===== src/rtl/odbiornik_szeregowy.sv =====
// Serial-to-parallel receiver fed by the upstream shift register's swy output.
// It waits for a start bit, assembles n data bits LSB-first and checks even
// parity. Each word is then presented on a valid/ready handshake.
//
// Ports:
//   zegar            clock, all state changes on posedge
//   reset            asynchronous active-low reset
//   swe              serial data bit
//   swe_wazny        bit strobe; swe is sampled only when 1
//   wyczysc          synchronous clear of przepelnienie
//   dane             received word
//   dane_wazne       dane holds an unconsumed word
//   dane_gotowe      consumer ready; transfer on dane_wazne & dane_gotowe
//   blad_parzystosci parity error of the word on dane
//   przepelnienie    sticky flag: a completed word was dropped
//   zajety           frame in progress
module odbiornik_szeregowy #(
  parameter int unsigned n = 4
) (
  input  logic         zegar,
  input  logic         reset,
  input  logic         swe,
  input  logic         swe_wazny,
  input  logic         wyczysc,
  output logic [n-1:0] dane,
  output logic         dane_wazne,
  input  logic         dane_gotowe,
  output logic         blad_parzystosci,
  output logic         przepelnienie,
  output logic         zajety
);

  localparam int unsigned LicznikW = $clog2(n);

  typedef enum logic [1:0] {
    StBezczynny,
    StDane,
    StParzystosc
  } stan_e;

  stan_e               stan_q, stan_d;
  logic [LicznikW-1:0] licznik_q, licznik_d;
  logic [n-1:0]        rejestr_q, rejestr_d;
  logic [n-1:0]        dane_q, dane_d;
  logic                wazne_q, wazne_d;
  logic                blad_q, blad_d;
  logic                przep_q, przep_d;
  logic                zatwierdz;

  // Frame FSM; everything advances only on strobe cycles.
  always_comb begin
    stan_d    = stan_q;
    licznik_d = licznik_q;
    rejestr_d = rejestr_q;
    zatwierdz = 1'b0;
    if (swe_wazny) begin
      unique case (stan_q)
        StBezczynny: begin
          if (swe) begin
            stan_d    = StDane;
            licznik_d = '0;
          end
        end
        StDane: begin
          rejestr_d = {swe, rejestr_q[n-1:1]};
          licznik_d = licznik_q + LicznikW'(1);
          if (licznik_q == LicznikW'(n - 1)) begin
            stan_d = StParzystosc;
          end
        end
        StParzystosc: begin
          zatwierdz = 1'b1;
          stan_d    = StBezczynny;
        end
        default: stan_d = StBezczynny;
      endcase
    end
  end

  // Output register and handshake. A commit lands if the slot is empty or is
  // being consumed this very cycle; otherwise the new word is dropped.
  always_comb begin
    dane_d  = dane_q;
    wazne_d = wazne_q;
    blad_d  = blad_q;
    przep_d = wyczysc ? 1'b0 : przep_q;
    if (wazne_q && dane_gotowe) begin
      wazne_d = 1'b0;
    end
    if (zatwierdz) begin
      if (!wazne_q || dane_gotowe) begin
        dane_d  = rejestr_q;
        blad_d  = ^rejestr_q ^ swe;
        wazne_d = 1'b1;
      end else begin
        przep_d = 1'b1;  // set wins over a same-cycle clear
      end
    end
  end

  always_ff @(posedge zegar or negedge reset) begin
    if (!reset) begin
      stan_q    <= StBezczynny;
      licznik_q <= '0;
      rejestr_q <= '0;
      dane_q    <= '0;
      wazne_q   <= 1'b0;
      blad_q    <= 1'b0;
      przep_q   <= 1'b0;
    end else begin
      stan_q    <= stan_d;
      licznik_q <= licznik_d;
      rejestr_q <= rejestr_d;
      dane_q    <= dane_d;
      wazne_q   <= wazne_d;
      blad_q    <= blad_d;
      przep_q   <= przep_d;
    end
  end

  assign dane             = dane_q;
  assign dane_wazne       = wazne_q;
  assign blad_parzystosci = blad_q;
  assign przepelnienie    = przep_q;
  assign zajety           = (stan_q != StBezczynny);

endmodule


===== config.mk =====
export PLATFORM = sky130hd
export DESIGN_NAME = odbiornik_szeregowy
export DESIGN_NICKNAME = d
export VERILOG_FILES = /design/src/rtl/odbiornik_szeregowy.sv
export SDC_FILE = /design/constraint.sdc
export NUM_CORES = 1
export LEC_CHECK = 0
export CAP_MARGIN = 5
export CORE_UTILIZATION = 30
export CTS_CLUSTER_SIZE = 25
export DETAILED_ROUTE_END_ITERATION = 10
export SYNTH_ARGS = -nofsm -noshare
export SYNTH_HDL_FRONTEND = slang
export SYNTH_SLANG_ARGS = --single-unit
export TNS_END_PERCENT = 100

===== constraint.sdc =====
create_clock -name zegar -period 1.37 [get_ports zegar]
set_input_delay 0.274 -clock zegar [delete_from_list [all_inputs] [get_ports zegar]]
set_output_delay 0.274 -clock zegar [all_outputs]
set_load 0.02 [all_outputs]

==> results_dict.tcl <==
set metrics [dict create \
    arrival_ns 1.60 \
    syn_area_um2 654 \
    antenna_found_initial 0 \
    tightest_slew_ns 0.249 \
    fin_setup_tns_ns -0.336 \
    routabilityCongestion 0.712 \
    end_kind "register" \
    peakVddDrop_mv 0.929 \
    finalHoldViolations 0 \
    syn2layout_area_growth_pct 44.4 \
    final_common_cell "dfrtp_1" \
    cts_hold_buf 0 \
    leakagePower_nw 0.471 \
    clock-root-buffer "clkbuf_4" \
    ys_ff_latch 15 \
    grt_max_degree 16 \
    violations "negative setup slack" \
    ioPinCount 14 \
    ant_nets 0 \
    startpoint "stan_q[0]" \
    layout-drive-gt1-share_pct 35.1 \
    layout_common_cells "dfrtp_1, buf_4, dlygate4sd2_1, mux2_4, clkdlybuf4s50_1" \
    placed_cells 97 \
    cts_tree "done" \
    clock_latency_ns 0.28 \
    drt-total-wl_um 1140 \
    outcome "complete, but fails checks" \
    clock_path_buffers 2 \
    path_class "reg2reg" \
    synth-seq-area-share_pct 57.4 \
    htreeDepth 1 \
    die_x_um 48.7 \
    grt_pass1_wl_um 1930 \
    layout_setup_ws_ns -0.0704 \
    coreArea_um2 2000 \
    layout.cells.non_filler 104 \
    viasPerCell 4.35 \
    r2r-start "stan_q[0]" \
    place_area_um2 878 \
    crit_path_start_kind "register" \
    fin_crit_sh_pct 105 \
    fmax_mhz 694 \
    path_cells "buf_6, nand3b_1, nor2b_4, mux2_4" \
    cp_max_fo 5 \
    drt-wirelength-per-cell_um 11.0 \
    grt_use_total_pct 10.6 \
    slowest_stage "dfrtp_1" \
    worstPathRequired_ns 1.53 \
    rsz0062_at_grt "true" \
    clkTransAtPathRegs_ns 0.09 \
    power.density_nw_per_um2 1920 \
    syn_nets 56 \
    period_needed_ns 1.44 \
    yosysWarnings 0 \
    synthCells 49 \
    pre_cts_ws_ns -0.319 \
    die-area_um2 2370 \
    rows 16 \
    cts_sinks 15 \
    drtIter0Drc 0 \
    fillerInstances 186 \
    num_antenna_cells 0 \
    hold_class "in2async" \
    hpwl_um 798 \
    grt.overflow.total 0 \
    cts_buffers 3 \
    drtPass1Iterations 1 \
    stdcell_area_um2 945 \
    finalMaxSlewViolations 0 \
    whs_ns 0.306 \
    slowest_delay_ns 0.39 \
    maxCapViolCount 0 \
    die_h_um 48.7 \
    port_buffers 13 \
    avgSynthCellArea_um2 13.4 \
    drc 0 \
    skew_ns 0.00595 \
    fin_nets 85 \
    grt_pass1_vias 469 \
    initial_core_util_pct 32.7 \
    synth.distinct_cells 19 \
    relSlewSlack_pct 83.3 \
    setup_viol 6 \
    vias 452 \
]
==> timing repair <==
action | CTS | global route
pin swaps | 0 | 0
setup buffers | 1 | 2
gates resized for setup | 16 | 3
setup endpoints to repair | 13 | 7
==> state kept, by name (all words and copies together), names as in the netlist <==
register          flops
dane                  4
rejestr_q             4
licznik_q             2
stan_q                2
blad_parzystosci      1
dane_wazne            1
przepelnienie         1
==> final timing paths <==
| kind | cells past startpoint | endpoint | slack, ns |
|---|---|---|---|
| max in group asynchronous | 2 | dane[1] | 0.88 |
| worst max register to register | 4 | dane[3] | -0.07 |
| min in group zegar | 1 | licznik_q[0] | 0.48 |
| worst max-delay path | 4 | dane[3] | -0.07 |
| worst min register to register | 1 | licznik_q[0] | 0.48 |
| worst min-delay path | 2 | stan_q[0] | 0.31 |
==> routing by layer <==
layer | vias to the layer above | wire length, µm | GRT usage [%] | part of all wire (%)
met5 | - | 0 | 0 | 0
met1 | 214 | 521 | 13.1 | 46
met2 | 12 | 554 | 17.1 | 49
met3 | 2 | 59 | 3.14 | 5.2
li1 | 224 | - | - | -
met4 | 0 | 6 | 4.41 | 0.53
==> Yosys cell counts <==
library cell	n	area [µm²]
dfrtp_1	15	375
mux2_2	8	90.1
inv_1	4	15.0
nand2_1	4	15.0
o21ai_0	3	15.0
o22ai_1	2	12.5
and2b_1	1	7.51
ha_1	1	12.5
mux2_4	1	15.0
mux2i_1	1	10.0
nand2b_1	1	6.26
nand3_1	1	5.00
nand3b_1	1	7.51
nor2b_4	1	13.8
o21a_1	1	7.51
or2_2	1	6.26
xnor2_1	1	8.76
xnor3_1	1	22.5
xor2_1	1	8.76
==> critical path: cells and delay by family (launching register included) <==
kind	cells	cell delay, ns
buffers and inverters	1	0.12
flip-flops	1	0.39
multiplexers	1	0.32
AND/OR/NAND/NOR	2	0.49
==> layout make-up <==
class | instances | area, µm² | share of cell area [%]
flip-flops and latches | 15 | 375 | 39.7
well taps | 27 | 33.8 | 3.58
multi-input cells | 30 | 285 | 30.2
repair buffers | 24 | 209 | 22.1
inverters | 4 | 15.0 | 1.59
clock buffers | 4 | 26.3 | 2.78
==> report_power, final <==
| part | switching [W] | internal [W] |
|---|---|---|
| Sequential | 0.000125 | 0.000615 |
| Combinational | 0.000331 | 0.000496 |
| Clock | 0.000134 | 0.000113 |
| Total | 0.000591 | 0.00122 |
==> through the flow <==
step                      util (%)  total power, W
after floorplan                  -         0.00123
after global placement        43.9         0.00154
after detailed placement      43.9         0.00155
after CTS                     45.8         0.00179
after global routing          47.2         0.00195
final                         47.2         0.00181
==> cell families after synthesis <==
| logic type | share of synthesized area [%] |
|---|---|
| flip-flops | 57.4 |
| multiplexers | 17.6 |
| AND/OR/NAND/NOR | 9.37 |
| AO/OA/AOI/OAI | 5.35 |
| buffers and inverters | 2.29 |
| XOR/XNOR | 6.12 |
| adder cells (fa/ha/maj) | 1.91 |
Power figures use the tool's default switching activity.
==> RTL change: new RTL, config.mk and constraints unchanged <==
Change the parameter `n` from 4 to 8.
--- a/src/rtl/odbiornik_szeregowy.sv
+++ b/src/rtl/odbiornik_szeregowy.sv
@@ -15,7 +15,7 @@
 //   przepelnienie    sticky flag: a completed word was dropped
 //   zajety           frame in progress
 module odbiornik_szeregowy #(
-  parameter int unsigned n = 4
+  parameter int unsigned n = 8
 ) (
   input  logic         zegar,
   input  logic         reset,
Interface: changed (resized dane); port bits go from 14 to 18. No check against the original RTL was run, so the function may have changed too.
==> RTL change against the original RTL <==
  * Sequential cell count increased by 9
  * The flow still finishes with violations (setup timing)
  * Largest cell class unchanged
  * Total power increased by 59%
  * Area after synthesis increased by 56%
  * Cell area up 48%
  * Worst setup slack lost 0.078 ns
  * Highest routed layer unchanged
  * Non-clock buffer count increased by 7
  * Critical path depth stayed put
  * Routed wire length is 50% higher
  * Cell count increased by 43%
  * Count of clock-buffer cells in the layout fell by 1
  * Clock skew is 0.0043 ns lower
==> RTL change: results (changes against the original RTL) <==
- Clock skew after layout: 0.00163 ns (was 0.00595 ns)
- CP max stage cell: xnor3_1 (was dfrtp_1)
- Slowest stage delay, CP: 0.43 ns (was 0.39 ns)
- # setup viols final: 3 (was 6)
- Setup ws final: -0.148 ns (was -0.0704 ns)
- Post-DR vias/cell: 4.40 (was 4.35)
- Sequential area share after synthesis: 0.587 (was 0.574)
- Commonest cells in the netlist: dfrtp_1, mux2_2, o21ai_0, xnor2_1, nand2_1 (was dfrtp_1, mux2_2, inv_1, nand2_1, o21ai_0)
- WL met2: 839 µm (was 554 µm)
- Leakage: 0.000693 µW (was 0.000471 µW)
- RePlAce Congestion: 0.698 (was 0.712)
- TNS Setup: -0.196 ns (was -0.336 ns)
- Largest net degree at the start of global routing: 25 (was 16)
- Met3 wire len: 78 µm (was 59 µm)
- Vias post-DR: 656 (was 452)
- Clk slew on worst S/H paths: 0.12 ns (was 0.09 ns)
- Placed cell areas: 1360 µm² (was 878 µm²)
- Mapped Avg Cell Area: 14.0 µm² (was 13.4 µm²)
- Status: finished with violations (unchanged)
- Cells resized by post-CTS repair: 19 (was 16)
- Crit path max-delay family: XOR/XNOR gates (was simple AND/OR/NAND/NOR gates)
- Critical Path AT: 1.72 ns (was 1.60 ns)
- Initial drt markers: 4 (was 0)
- Failing checks: setup timing (unchanged)
- Setup slack at placement: -0.361 ns (was -0.319 ns)
- Placed insts: 145 (was 97)
- Total routed wirelength: 1710 µm (was 1140 µm)
- Pre-antenna DRT Iters: 2 (was 1)
- Tot GR Track Use: 0.112 (was 0.106)
- M1 WL: 762 µm (was 521 µm)
- Detailed placer's ending HPWL: 1200 µm (was 798 µm)
- Number of port buffers: 17 (was 13)
RTL change: changes by cell type after synthesis, moves of 2 or more:
cell,delta
inv_1,-2
dfrtp_1,+9
buf_2,+2
xnor2_1,+4
nor2b_1,+2
a32o_1,+2
o21ai_0,+2
mux2_2,+8
RTL change: path summary, 6_finish.rpt:
path | endpoint | from | slack (ns)
hold reg to reg | licznik_q[2] | licznik_q[2] | 0.52
hold / removal | przepelnienie | reset | 0.32
setup reg to reg | blad_parzystosci | rejestr_q[4] | -0.15
max in group asynchronous | rejestr_q[2] | reset | 0.81
min in group zegar | licznik_q[2] | licznik_q[2] | 0.52
setup / recovery | blad_parzystosci | rejestr_q[4] | -0.15
RTL change: cells by family (layout without fill, tap and decap cells):
family,Yosys count,after routing,share of synthesized area
XOR/XNOR,7,7,0.0733
AND/OR/NAND/NOR,11,11,0.0575
AO/OA/AOI/OAI,8,8,0.0501
buffers and inverters,4,36,0.0171
flip-flops,24,24,0.587
multiplexers,17,17,0.191
adder cells (fa/ha/maj),2,2,0.0244
RTL change: worst register-to-register path, delay by kind of cell, from the launching register on:
kind | cells | cell delay, ns
mux | 1 | 0.26
flops | 1 | 0.41
xor+xnor | 3 | 0.75
RTL change: power groups by stage:
stage	Sequential, µW	Clock, µW	Combinational (µW)
5_1_grt	1180	335	1590
4_1_cts	1150	311	1420
3_5_place_dp	1160	0	1490
3_3_place_gp	1150	0	1480
2_1_floorplan	1270	0	872
6_report	1140	289	1450
RTL change: layout make-up:
class	count	area (µm²)
fill	323	1750
sequential	24	601
multi-input combinational	45	440
timing repair buffer	31	274
tap	44	55.1
clock buffer	3	22.5
inverter	2	7.51
RTL change: layer usage:
metal	GRT usage	vias to the layer above
li1	-	320
met1	0.136	317
met2	0.192	17
met3	0.0320	2
met4	0.0390	0
met5	0	-
